==> config.mk <==
export PLATFORM = sky130hd
export DESIGN_NAME = bsg_credit_token_returner
export DESIGN_NICKNAME = d
export VERILOG_FILES = /design/src/rtl/bsg_credit_pkg.sv /design/src/rtl/bsg_credit_token_returner.sv
export SDC_FILE = /design/constraint.sdc
export NUM_CORES = 1
export LEC_CHECK = 0
export ABC_AREA = 1
export CORE_MARGIN = 3
export CORE_UTILIZATION = 35
export CTS_CLUSTER_SIZE = 14
export DETAILED_ROUTE_END_ITERATION = 7
export GPL_ROUTABILITY_DRIVEN = 0
export PLACE_DENSITY = 0.67
export SKIP_LAST_GASP = 1
export SLEW_MARGIN = 0
export SYNTH_ARGS = -nofsm -noshare
export SYNTH_HDL_FRONTEND = slang
export SYNTH_SLANG_ARGS = --single-unit
==> constraint.sdc <==
create_clock -name clk_i -period 2.8 [get_ports clk_i]
set_input_delay 0.56 -clock clk_i [delete_from_list [all_inputs] [get_ports clk_i]]
set_output_delay 0.56 -clock clk_i [all_outputs]
set_load 0.01 [all_outputs]
==> src/rtl/bsg_credit_pkg.sv <==
// Shared types and sizing helpers for the credit token returner.
// Holds the FSM state encoding and the pending-count width helper.
package bsg_credit_pkg;

   typedef enum logic [1:0] {
      IDLE  = 2'd0,
      ACCUM = 2'd1,
      SEND  = 2'd2
   } credit_state_e;

   // Width of a counter that must represent 0..max_credits inclusive.
   function automatic int credit_count_width(input int max_credits);
      return $clog2(max_credits + 1);
   endfunction

   localparam int credit_count_width_default = credit_count_width(16);

endpackage

==> src/rtl/bsg_credit_token_returner.sv <==
// Folds locally freed credits into decimated tokens for an async credit counter,
// with flush of residual credits and a sticky overflow flag.
module bsg_credit_token_returner
   import bsg_credit_pkg::*;
#(
   parameter int decimation_p  = 4,
   parameter int max_credits_p = 16,
   localparam int cw = credit_count_width(max_credits_p)
) (
   input  logic          clk_i,
   input  logic          reset_i,
   input  logic          credit_i,
   input  logic          ready_i,
   input  logic          flush_i,
   output logic          token_o,
   output logic [cw-1:0] count_o,
   output logic          overflow_o
);

   if (decimation_p < 1 || decimation_p > max_credits_p) begin : g_param_check
      $error("bsg_credit_token_returner: need 1 <= decimation_p <= max_credits_p");
   end

   localparam logic [cw-1:0] dec_val = cw'(decimation_p);
   localparam logic [cw-1:0] max_val = cw'(max_credits_p);

   credit_state_e state_reg, state_next;
   logic [cw-1:0] cnt_reg, cnt_next;
   logic          flush_pending_reg, flush_pending_next;
   logic          overflow_reg, overflow_next;
   logic          handshake;
   logic [cw-1:0] taken;
   logic [cw-1:0] drained;

   always_comb begin
      handshake          = 1'b0;
      taken              = '0;
      drained            = cnt_reg;
      cnt_next           = cnt_reg;
      overflow_next      = overflow_reg;
      flush_pending_next = flush_pending_reg;
      state_next         = state_reg;

      handshake = (state_reg == SEND) && ready_i;
      if (handshake) begin
         taken = (cnt_reg < dec_val) ? cnt_reg : dec_val;
      end
      drained  = cnt_reg - taken;
      cnt_next = drained;

      // A credit only saturates when nothing left the counter this cycle.
      if (credit_i) begin
         if (drained == max_val) begin
            overflow_next = 1'b1;
         end else begin
            cnt_next = drained + 1'b1;
         end
      end

      // The flush request lives until the counter is fully drained.
      flush_pending_next = (flush_pending_reg || (flush_i && ((cnt_reg != '0) || credit_i)))
                           && (cnt_next != '0);

      if (cnt_next == '0) begin
         state_next = IDLE;
      end else if ((cnt_next >= dec_val) || flush_pending_next) begin
         state_next = SEND;
      end else begin
         state_next = ACCUM;
      end
   end

   always_ff @(posedge clk_i or posedge reset_i) begin
      if (reset_i) begin
         state_reg         <= IDLE;
         cnt_reg           <= '0;
         flush_pending_reg <= 1'b0;
         overflow_reg      <= 1'b0;
      end else begin
         state_reg         <= state_next;
         cnt_reg           <= cnt_next;
         flush_pending_reg <= flush_pending_next;
         overflow_reg      <= overflow_next;
      end
   end

   assign token_o    = (state_reg == SEND);
   assign count_o    = cnt_reg;
   assign overflow_o = overflow_reg;

endmodule

Word level (Yosys, flattened, before mapping)
Cells that the tools add are included.
- flip-flop bits (word level): 9
- input bits: 5
- output and inout bits: 7
- word-level logic and storage cells: 26
- $add $sub $neg: 2
- order comparisons: 2
- equal/unequal tests: 2
- muxes and demuxes: 6
- reductions and logical operators: 10
- operator list (operator ; count):
    two-way mux 5 bit ; 4
    nonzero test 5 bit ; 2
    adder 5 x 1 -> 5 bit (second input constant) ; 1
    equality test 5 bit (second input constant) ; 1
    >= comparator 5 x 3 -> 1 bit (second input constant) ; 1
    zero test 5 bit ; 1
    less-than comparator 5 x 3 -> 1 bit (second input constant) ; 1
    subtractor 5 bit ; 1
    two-way mux 2 bit ; 2
    logical AND 1 bit ; 3
    logical OR 1 bit ; 3
    equality test 2 bit (second input constant) ; 1
    AND reduction 2 bit ; 1

Longest topological paths before layout
Gate-level depths: netlist of run 1.
- depth in word-level cells: 12
- gate-level depth with buffers: 18
- mapped depth without buffers: 18

Worst setup path after synthesis of run 1
Ideal clock, no wire load.
- path kind: reg-to-reg
- from: register cnt_reg[3] (netlist: count_o[3])
- to: register state_reg[1]
- library setup time: 0.119 ns
- arrival time: 2.401 ns
- required time: 2.681 ns
- setup slack: 0.279 ns
- stages on the path, launching flop included: 15
- buffers on the path: 0
- clock period less this slack: 2.521 ns
- cells stage by stage: dfrtp_1 -> nor2_1 -> nand2_1 -> nor3_1 -> ha_1 -> inv_1 -> fa_1 -> ha_1 -> nand2_1 -> xnor2_1 -> nand3_1 -> nor2_2 -> nand3_1 -> nand2_1 -> nand2_1
- longest elaborated chain between the ends: 12
- elaborated cells on any way between the ends: 19
- those cells by class: add/sub (2); order compare (2); eq/ne (1); mux (6); reduce/logical (8)
- ends and longest elaborated chain (element ; line ; RTL):
    from (decl) ; bsg_credit_token_returner.sv:28 ; logic [cw-1:0] cnt_reg, cnt_next;
    from (signal assigned) ; bsg_credit_token_returner.sv:81 ; cnt_reg <= cnt_next;
    branches (longest 11 deep; another with less-than comparator 5 x 3 -> 1 bit) ; -- ;
    two-way mux 2 bit * ; bsg_credit_token_returner.sv:64 ; if (cnt_next == '0) begin
    net state_next[1] ; bsg_credit_token_returner.sv:27 ; credit_state_e state_reg, state_next;
    to (signal assigned) ; bsg_credit_token_returner.sv:80 ; state_reg <= state_next;
    to (decl) ; bsg_credit_token_returner.sv:27 ;
Mark *: on every way through the listed nets, which the timed path passes.
A chain may end at the register's enable or synchronous reset.

Final worst setup path of run 1
- from: register state_reg[0]
- to: register flush_pending_reg
- longest elaborated chain between the ends: 9
- elaborated cells on any way between the ends: 10
- those cells by class: add/sub (2); eq/ne (2); mux (3); reduce/logical (3)
- ends and longest elaborated chain (element ; line ; RTL):
    equality test 2 bit * ; bsg_credit_token_returner.sv:44 ; handshake = (state_reg == SEND) && ready_i;
    logical AND 1 bit * ; bsg_credit_token_returner.sv:44 ;
    two-way mux 5 bit * ; bsg_credit_token_returner.sv:45 ; if (handshake) begin
    subtractor 5 bit * ; bsg_credit_token_returner.sv:48 ; drained = cnt_reg - taken;
    adder 5 x 1 -> 5 bit or equality test 5 bit (tied branches) ; bsg_credit_token_returner.sv:56, bsg_credit_token_returner.sv:53 ;
    two-way mux 5 bit ; bsg_credit_token_returner.sv:53 ; if (drained == max_val) begin
    two-way mux 5 bit * ; bsg_credit_token_returner.sv:52 ; if (credit_i) begin
    net cnt_next[4] ; bsg_credit_token_returner.sv:28 ;
    nonzero test 5 bit * ; bsg_credit_token_returner.sv:62 ; && (cnt_next != '0);
    logical AND 1 bit * ; bsg_credit_token_returner.sv:62 ;
    net flush_pending_next ; bsg_credit_token_returner.sv:29 ; logic flush_pending_reg, flush_pending_next;
    to (signal assigned) ; bsg_credit_token_returner.sv:82 ; flush_pending_reg <= flush_pending_next;
    to (decl) ; bsg_credit_token_returner.sv:29 ;
Mark *: on every way through the listed nets, which the timed path passes. The rest lies on a longest branch.

==> run summary, run 1 <==
Final Cell Area: 1000 um2
Register area share after synthesis: 33.4%
Worst reg2reg path endpoint: flush_pending_reg$_DFF_PP0_
Critical Path Most Common Cell: nand2_1
CTS tree: built
Yosys reg bits: 9
Hold Path Cell Cnt: 1
Area Growth Syn to Fin: 48.6%
Total GRT Usage: 13.3%
Tightest Hold Check Type: register to register
IR drop worst, VDD: 0.000625 V
Post-Place Cell Area: 893 um2
Worst skew pair latency: 270 ps
Status: complete, no violations
Worst Setup Path Type: register to register
FF-to-FF path depth: 16
Layout Skew: 8.34 ps
Synth warn: 0
Final number of setup-violating endpoints: 0
Final period util: 94.0%
Initial antenna violation count: 0
DR vias: 663
Library cells used by synthesis: 21
Total power: 1.37 mW
WL/cell: 11.0 um
Clock Pin Slew Worst Setup and Hold Paths: 60 ps
Slew Limit Fails: 0
Mapped Cells: 95
Drt first pass iters: 4
GRT Residual Overflow: 0
Min-Delay Endpoint: overflow_o$_DFFE_PP0P_
CTS root buf: clkbuf_4
Net Count, Synth: 107
Die Width: 49.9 um
Total CTS buffers: 3
CP max-delay cell: fa_2
Max Freq: 0.380 GHz
1st-iter DRT viols: 14
CP endpoint kind: register
Starting Density: 38.2%
Core area: 1760 um2
First-pass GRT wire length: 2630 um
Final hold violation count: 0
# diodes: 0
NumNets Final: 135
Drt drc: 0
Placed cell count: 141
Setup Total Neg Slack: 0 ps
Die height: 49.9 um
Critical path's largest stage delay: 600 ps
CP max FO: 4
Post-Route WL: 1620 um
I/O pins: 12
Syn Area/Cell: 7.10 um2
Reg2Reg Setup Slack: 170 ps
Antenna-violating nets left: 0
Crit path buf inv count: 2
Min cycle time layout: 2630 ps
Layout cells sized above 1: 27.9%
Clk sink count: 9
CP Launch Type: register
Netlist Area Pre-Place: 674 um2
H-tree levels: 1
Fillcell total: 179
Power Density: 1360 nW/um2
Largest net degree at the start of global routing: 10
IO buf count: 11
Dpl hpwl: 1230 um
LEAKAGE: 0.530 nW
Number of max-cap violations: 0
FP Rows: 15
Die Area: 2490 um2
CP delay by family, top: simple AND/OR/NAND/NOR gates
Worst Hold Launch: overflow_o$_DFFE_PP0P_
CP cell instances: nor2_2, nand2_2, nor3_2, ha_2, inv_2, fa_2, ha_4, nand2_4, nor2_4, nand2_1, nand2_1, nand2_2, nor2_2, nand3_1, nand2_1, inv_1
Vias in the first global route: 650
Critical Path AT: 2790 ps
Launch point of the worst reg-to-reg path: state_reg[0]$_DFF_PP0_
Layout Cells excl Fill: 147
Number of flip-flops in the largest register: 5
Clock Tree Buf Depth: 2
DR vias/cell: 4.51
WP data required: 2960 ps
Min Hold Slack: 475 ps
synthesized netlist by cell type:
master    number  area share (%)
fa_1           1             3.0
or2_2          1            0.93
nor2_1         5             2.8
nand3_1       13             9.6
dfrtp_1        9              33
nand3b_1       1             1.1
conb_1         1            0.56
nand2_1       26              14
nand2_2        1            0.93
nor3_1         1            0.74
o21ai_0        1            0.74
a21oi_1        2             1.5
ha_1           6              11
nor2_2         1            0.93
nand4_1        2             1.9
inv_1         18              10
o21bai_1       1             1.1
xnor2_1        2             2.6
and2_1         1            0.93
nor4_1         1            0.93
clkbuf_2       1            0.74
kinds of logic after synthesis:
kind of cell,share of synthesized area (%)
other,0.556
AND/OR/NAND/NOR,35.3
buffers and inverters,10.8
adder cells (fa/ha/maj),14.1
AO/OA/AOI/OAI,3.34
XOR/XNOR,2.60
flip-flops,33.4
where the power goes:
part	switching [mW]	leakage, nW	total, mW	internal (mW)
sequential	0.0498	0.102	0.234	0.184
combinational	0.528	0.412	1.03	0.502
clock	0.0477	0.0150	0.103	0.0550
area by class of cell:
class	instances	area (um2)	area share, %
Clock buffer	4	26.3	2.62
Multi-Input combinational cell	67	442	44.1
Timing Repair Buffer	24	210	21.0
Sequential cell	9	225	22.5
Tap cell	25	31.3	3.12
Inverter	18	67.6	6.74
worst reg2reg max path, cell delays in order (launching register included):
cell	delay [ps]
dfrtp_1	380
nor2_2	150
nand2_2	80
nor3_2	180
ha_2	190
inv_2	50
fa_2	600
ha_4	160
nand2_4	60
nor2_4	120
nand2_1	50
nand2_1	60
nand2_2	60
nor2_2	120
nand3_1	70
nand2_1	110
inv_1	40
how the worst max path moves through the flow:
stage,from,end,slack [ps],cells after the start
finish,state_reg[0]$_DFF_PP0_,flush_pending_reg$_DFF_PP0_,170,16
global route,state_reg[0]$_DFF_PP0_,state_reg[1]$_DFF_PP0_,-60,16
CTS,ready_i,state_reg[1]$_DFF_PP0_,30,16
detailed placement,ready_i,state_reg[1]$_DFF_PP0_,-310,14
global placement,ready_i,state_reg[1]$_DFF_PP0_,-320,14
floorplan,count_o[3]$_DFF_PP0_,state_reg[1]$_DFF_PP0_,280,14
per-layer routing:
layer	track usage, %	share of wire (%)	up-vias	wire, um
li1	-	-	349	-
met1	17.3	45	296	729
met2	22.7	51	15	833
met3	2.72	2.8	3	45
met4	2.76	0.74	0	12
met5	0	0	-	0
stage by stage:
stage / util (%) / worst slack [ps]
floorplan: - / 279
detailed placement: 50.6 / -313
CTS: 53.1 / 33.5
finish: 56.8 / 168
global route: 56.8 / -57.9
global placement: 50.6 / -323
cell usage in the layout, fill, tap and decap left out:
master / synthesis / final
a21oi_1: 2 / 2
and2_1: 1 / 1
buf_4: 0 / 13
clkbuf_1: 0 / 1
clkbuf_4: 0 / 3
clkdlybuf4s50_1: 0 / 10
conb_1: 1 / 1
dfrtp_1: 9 / 9
dlymetal6s2s_1: 0 / 1
fa_2: 0 / 1
ha_1: 6 / 4
ha_2: 0 / 1
ha_4: 0 / 1
inv_1: 18 / 16
inv_2: 0 / 2
nand2_1: 26 / 23
nand2_2: 1 / 3
nand2_4: 0 / 1
nand3_1: 13 / 11
nand3_2: 0 / 2
nand3b_1: 1 / 1
nand4_1: 2 / 2
nor2_1: 5 / 2
nor2_2: 1 / 3
nor2_4: 0 / 1
nor3_2: 0 / 1
nor4_1: 1 / 1
o21ai_0: 1 / 1
o21bai_1: 1 / 1
or2_2: 1 / 1
xnor2_1: 2 / 1
xnor2_2: 0 / 1
repair_timing:
action / CTS / global route
endpoints found under the setup margin: 3 / 3
hold buffers: 0 / 0
pin swaps: 3 / 10
hold endpoints to repair: 0 / 0
gates resized for setup: 4 / 15
buffers inserted: 0 / 2
Power figures use the tool's default switching activity.
==> run 2: changes to the inputs <==
--- a/config.mk
+++ b/config.mk
@@ -5,13 +5,13 @@
 export SDC_FILE = /design/constraint.sdc
 export NUM_CORES = 1
 export LEC_CHECK = 0
-export ABC_AREA = 1
+export ABC_AREA = 0
 export CORE_MARGIN = 3
 export CORE_UTILIZATION = 35
 export CTS_CLUSTER_SIZE = 14
 export DETAILED_ROUTE_END_ITERATION = 7
 export GPL_ROUTABILITY_DRIVEN = 0
-export PLACE_DENSITY = 0.67
+export PLACE_DENSITY = 0.69
 export SKIP_LAST_GASP = 1
 export SLEW_MARGIN = 0
 export SYNTH_ARGS = -nofsm -noshare
==> constraint.sdc (replaced) <==
create_clock -name clk_i -period 2.39 [get_ports clk_i]
set_input_delay 0.478 -clock clk_i [delete_from_list [all_inputs] [get_ports clk_i]]
set_output_delay 0.478 -clock clk_i [all_outputs]
set_load 0.01 [all_outputs]
==> run summary, run 2 <==
Total GRT Usage: 19.7% (+6.3 points)
Synth area leader: dfrtp_1
Die height: 51.4 um (+3.0%)
Dpl hpwl: 1470 um (+20%)
Count leader, synth: dfrtp_1
Mapped Cells: 78 (-18%)
Drt first pass iters: 4 (unchanged)
Max Freq: 0.320 GHz (-16%)
1st-iter DRT viols: 13 (-1)
Min cycle time layout: 3130 ps (+497 ps)
Top cells by area, synth: dfrtp_1, ha_1, xnor2_1, nand2_1, a2bb2oi_4
Die Width: 51.4 um (+3.0%)
Setup Total Neg Slack: -4820 ps (-4820 ps)
Status: complete, but fails checks
GR Util met2: 35.6% (+13 points)
Final worst setup slack: -739 ps (-907 ps)
Crit path buf inv count: 2 (unchanged)
Syn Area/Cell: 9.24 um2 (+30%)
Yosys reg bits: 9 (unchanged)
CTS tree: built
CTS Hold Bufs: 0 (unchanged)
Layout cells sized above 1: 51.2% (+23 points)
Area Growth Syn to Fin: 74.0%
Final number of setup-violating endpoints: 8 (+8)
CP delay by family, top: simple AND/OR/NAND/NOR gates
Clk sink count: 9 (unchanged)
DR vias/cell: 5.23 (+16%)
Synth warn: 0 (unchanged)
CP max-delay cell: fa_1
Drt drc: 0 (unchanged)
GRT Residual Overflow: 0 (unchanged)
# diodes: 0 (unchanged)
GR Util met1: 20.7% (+3.4 points)
CP endpoint kind: register
Library cells used by synthesis: 35 (+67%)
Tightest Hold Check Type: primary input to asynchronous set/reset pin
Layout Skew: 5.97 ps (-2.37 ps)
Critical Path Most Common Cell: ha_2
Register area share after synthesis: 31.3% (-2.1 points)
Post-synth ARST share: 100% (unchanged)
Net Count, Synth: 90 (-16%)
CP Launch Type: register
Number of flip-flops in the largest register: 5 (unchanged)
Most common library cells after synthesis: dfrtp_1, nand2_1, inv_1
Most frequent cells in the layout: buf_4, clkdlybuf4s50_1, dfrtp_1
Final hold violation count: 0 (unchanged)
Clock Tree Buf Depth: 2 (unchanged)
First-pass GRT wire length: 3620 um (+38%)
Synth top area share: 31.3% (-2.1 points)
Total CTS buffers: 3 (unchanged)
Starting Density: 39.2% (+0.96 points)
Final period util: 131% (+37 points)
NumNets Final: 136 (+0.74%)
Core area: 1840 um2 (+4.3%)
CP max FO: 6 (+2)
Leading cell type in the layout, fill and taps excluded: buf_4
Most common flop cell mapped by yosys: dfrtp_1
Critical Path Stages: 12 (-4)
Worst Setup Path Type: register to register
H-tree levels: 1 (unchanged)
GRT Max-Usage Layer: met2
Worst skew pair latency: 270 ps (about the same)
Critical Path AT: 3270 ps (+480 ps)
Number of synthesized flops with an enable pin: 0 (unchanged)
I/O pins: 12 (unchanged)
Pre-CTS worst setup slack: -927 ps (-614 ps)
RSZ-0062 raised after global routing: yes
IR drop worst, VDD: 0.000965 V (+54%)
Antenna-violating nets left: 0 (unchanged)
DR vias: 774 (+17%)
Slew Limit Fails: 0 (unchanged)
Die Area: 2640 um2 (+6.0%)
Number of max-cap violations: 0 (unchanged)
Met3 GRT Util: 3.50% (+0.78 points)
Power Density: 1680 nW/um2 (+23%)
Initial antenna violation count: 0 (unchanged)
CTS root buf: clkbuf_4
Netlist Area Pre-Place: 721 um2 (+6.9%)
IO buf count: 11 (unchanged)
LEAKAGE: 0.553 nW (+4.4%)
Post-Route WL: 2330 um (+44%)
CP cell instances: or3_4, nor3_4, ha_2, inv_2, fa_1, inv_1, ha_2, nand2b_1, or4_4, a2bb2oi_4, o21a_4, o21bai_1
Clock Pin Slew Worst Setup and Hold Paths: 60 ps (about the same)
Critical path's largest stage delay: 490 ps (-110 ps)
WL/cell: 15.7 um (+43%)
FF-to-FF path depth: 12 (-4)
FP Rows: 15 (unchanged)
Largest net degree at the start of global routing: 10 (unchanged)
WP data required: 2540 ps (-420 ps)
Failing checks: negative setup slack
Vias in the first global route: 763 (+17%)
-- run 2: cells by family (layout without fill, tap and decap cells) --
kind of cell,count (synthesis),in the layout,synth area share [%]
simple gates,31,31,25.3
compound gates,18,18,20.0
flops,9,9,31.3
fa+ha+maj,7,7,13.2
buf+inv,7,52,3.65
xor+xnor,5,5,6.08
other cells,1,1,0.520
-- run 2: metrics by stage --
step | total power [mW] | util, % | instances | hold slack (ps) | cell area, um2
3_3_place_gp | 1.55 | 57.1 | 138 | 443 | 1050
2_1_floorplan | 0.969 | - | 78 | 306 | 728
3_5_place_dp | 1.59 | 57.1 | 138 | 448 | 1050
6_report | 2.11 | 68.2 | 148 | 458 | 1250
4_1_cts | 1.98 | 66.1 | 146 | 461 | 1210
5_1_grt | 2.25 | 68.2 | 148 | 486 | 1250
-- run 2: layer usage --
layer | part of all wire (%) | vias up
met4 | 4.9 | 0
met1 | 39 | 369
met5 | 0 | -
li1 | - | 368
met2 | 52 | 24
met3 | 3.4 | 13
-- run 2: power breakdown --
part | internal [mW] | switching (mW)
Combinational | 0.942 | 0.773
Clock | 0.0646 | 0.0576
Sequential | 0.224 | 0.0449
-- run 2: worst reg2reg max path, cell delays in order (launching register included) --
cell and delay [ps]:
dfrtp_1 400, or3_4 400, nor3_4 120, ha_2 210
inv_2 40, fa_1 490, inv_1 110, ha_2 200
nand2b_1 60, or4_4 430, a2bb2oi_4 260, o21a_4 180
o21bai_1 90
-- run 2: final timing paths --
check	slack [ps]	startpoint	to
min	460	reset_i	count_o[0]$_DFF_PP0_
min in group clk_i	460	overflow_o$_DFFE_PP0P_	overflow_o$_DFFE_PP0P_
min reg2reg	460	overflow_o$_DFFE_PP0P_	overflow_o$_DFFE_PP0P_
max in group asynchronous	1670	reset_i	flush_pending_reg$_DFF_PP0_
max	-740	count_o[2]$_DFF_PP0_	state_reg[1]$_DFF_PP0_
max reg2reg	-740	count_o[2]$_DFF_PP0_	state_reg[1]$_DFF_PP0_
-- run 2: cell type report --
class                           instances  area (um2)
Sequential cell                         9         225
Clock buffer                            4        26.3
Multi-Input combinational cell         62         596
Inverter                                7        26.3
Timing Repair Buffer                   41         349
Fill cell                             136         586
Tap cell                               25        31.3
-- run 2: timing repair --
action	CTS	global route
pin swaps	5	3
buffers inserted	4	2
resized for setup	22	7
setup endpoints to repair	8	9
endpoints found under the hold margin	0	0
==> run 3: changes to the inputs <==
--- a/config.mk
+++ b/config.mk
@@ -10,8 +10,9 @@
 export CORE_UTILIZATION = 35
 export CTS_CLUSTER_SIZE = 14
 export DETAILED_ROUTE_END_ITERATION = 7
+export DONT_BUFFER_PORTS = 1
 export GPL_ROUTABILITY_DRIVEN = 0
-export PLACE_DENSITY = 0.69
+export PLACE_DENSITY = 0.61
 export SKIP_LAST_GASP = 1
 export SLEW_MARGIN = 0
 export SYNTH_ARGS = -nofsm -noshare
==> run summary, run 3 (same netlist as run 2, synthesis figures left out) <==
Power Density: 1700 nW/um2 (+1.1%)
# diodes: 0 (unchanged)
GRT Residual Overflow: 0 (unchanged)
Worst Setup Path Type: register to register
CP cell instances: or3_4, nor3_4, ha_2, inv_2, fa_2, inv_2, ha_4, nand2b_4, or4_4, a2bb2oi_4, o21a_2, o21bai_1
Largest net degree at the start of global routing: 10 (unchanged)
RSZ-0062 raised after global routing: yes
Slew Limit Fails: 0 (unchanged)
IO buf count: 0 (-11)
Layout cells sized above 1: 48.6% (-2.6 points)
Layout Skew: 2.30 ps (-3.67 ps)
Fillcell total: 172 (+26%)
IR drop worst, VDD: 0.000760 V (-21%)
CTS Hold Bufs: 0 (unchanged)
Failing checks: negative setup slack
Worst skew pair latency: 250 ps (-20 ps)
Antenna-violating nets left: 0 (unchanged)
LEAKAGE: 0.482 nW (-13%)
First-pass GRT wire length: 3150 um (-13%)
Final hold violation count: 0 (unchanged)
H-tree levels: 1 (unchanged)
Die height: 51.4 um (unchanged)
Clk sink count: 9 (unchanged)
WL/cell: 14.8 um (-5.9%)
Max Freq: 0.334 GHz (+4.4%)
Final number of setup-violating endpoints: 8 (unchanged)
CP max-delay cell: fa_2
I/O pins: 12 (unchanged)
Starting Density: 39.2% (unchanged)
Area Growth Syn to Fin: 48.3%
Number of max-cap violations: 0 (unchanged)
CP delay by family, top: simple AND/OR/NAND/NOR gates
Tightest Hold Check Type: primary input to asynchronous set/reset pin
Critical Path AT: 3120 ps (-150 ps)
Final period util: 125% (-5.5 points)
CP endpoint kind: register
DR vias: 698 (-9.8%)
Vias in the first global route: 723 (-5.2%)
Drt first pass iters: 4 (unchanged)
Status: complete, but fails checks
Min Hold Slack: 66.6 ps (-392 ps)
NumNets Final: 122 (-10%)
CP Launch Type: register
Final worst setup slack: -607 ps (+132 ps)
Die Width: 51.4 um (unchanged)
Core area: 1840 um2 (unchanged)
1st-iter DRT viols: 7 (-6)
Post-Route WL: 1980 um (-15%)
Critical Path Most Common Cell: inv_2
Leading cell type in the layout, fill and taps excluded: buf_4
CTS root buf: clkbuf_4
Total GRT Usage: 16.2% (-3.4 points)
Min cycle time layout: 3000 ps (-132 ps)
Setup Total Neg Slack: -3810 ps (+1010 ps)
CP max FO: 5 (-1)
Clock Pin Slew Worst Setup and Hold Paths: 60 ps (about the same)
WP data required: 2510 ps (-30 ps)
Most frequent cells in the layout: buf_4, dfrtp_1, nand2_1
Clock Tree Buf Depth: 2 (unchanged)
FP Rows: 15 (unchanged)
Number of flip-flops in the largest register: 5 (unchanged)
Dpl hpwl: 1380 um (-6.4%)
Crit path buf inv count: 2 (unchanged)
Initial antenna violation count: 0 (unchanged)
Critical path's largest stage delay: 440 ps (-50 ps)
Drt drc: 0 (unchanged)
DR vias/cell: 5.21 (-0.40%)
CTS tree: built
Die Area: 2640 um2 (unchanged)
Total CTS buffers: 3 (unchanged)
==> run 3: worst reg2reg max path, stage by stage, from the launching register on <==
cell and delay (ps):
dfrtp_1 390, or3_4 420, nor3_4 130, ha_2 210, inv_2 40, fa_2 440, inv_2 100, ha_4 160
nand2b_4 50, or4_4 430, a2bb2oi_4 210, o21a_2 200, o21bai_1 100
==> run 3: metrics by stage <==
| stage | cell area [um2] | utilization, % | cells | power [mW] | worst slack [ps] |
|---|---|---|---|---|---|
| 2_1_floorplan | 728 | - | 78 | 0.969 | -490 |
| 3_3_place_gp | 895 | 48.6 | 121 | 1.35 | -566 |
| 3_5_place_dp | 895 | 48.6 | 121 | 1.39 | -609 |
| 4_1_cts | 992 | 53.9 | 130 | 1.64 | -536 |
| 5_1_grt | 1070 | 58.1 | 134 | 1.98 | -719 |
| 6_report | 1070 | 58.1 | 134 | 1.81 | -607 |
==> run 3: layout make-up <==
class                      instances  area (um2)  share of cell area [%]
timing repair buffer              27         210                    19.7
clock buffer                       4        26.3                    2.46
sequential                         9         225                    21.1
multi-input combinational         62         549                    51.4
inverter                           7        26.3                    2.46
tap                               25        31.3                    2.93
==> run 3: where the power goes <==
| part | leakage, nW | switching (mW) | internal (mW) |
|---|---|---|---|
| clock | 0.0150 | 0.0485 | 0.0640 |
| sequential | 0.102 | 0.0468 | 0.224 |
| combinational | 0.365 | 0.695 | 0.736 |
==> run 3: what timing repair did <==
action / 4_1_cts / 5_1_grt
resized for setup: 10 / 11
endpoints found under the hold margin: 0 / 0
pin swaps: 2 / 6
gates cloned: 0 / 0
setup endpoints to repair: 9 / 9
buffers inserted: 5 / 4
==> run 3: path summary, 6_finish.rpt <==
check,start,endpoint,slack (ps),cells after the start
worst min register to register,overflow_o$_DFFE_PP0P_,overflow_o$_DFFE_PP0P_,540,1
max in group asynchronous,reset_i,count_o[4]$_DFF_PP0_,2080,1
min in group clk_i,credit_i,overflow_o$_DFFE_PP0P_,350,1
worst max-delay path,count_o[2]$_DFF_PP0_,state_reg[1]$_DFF_PP0_,-610,12
worst max register to register,count_o[2]$_DFF_PP0_,state_reg[1]$_DFF_PP0_,-610,12
worst min-delay path,reset_i,count_o[2]$_DFF_PP0_,70,1
==> run 3: metal layers <==
layer  up-vias  track usage, %  wire length, um
met5         -               0                0
met4         0            3.93                9
met3         2            4.96               91
met2        15            30.5             1040
met1       344            17.4              838
li1        337               -                -
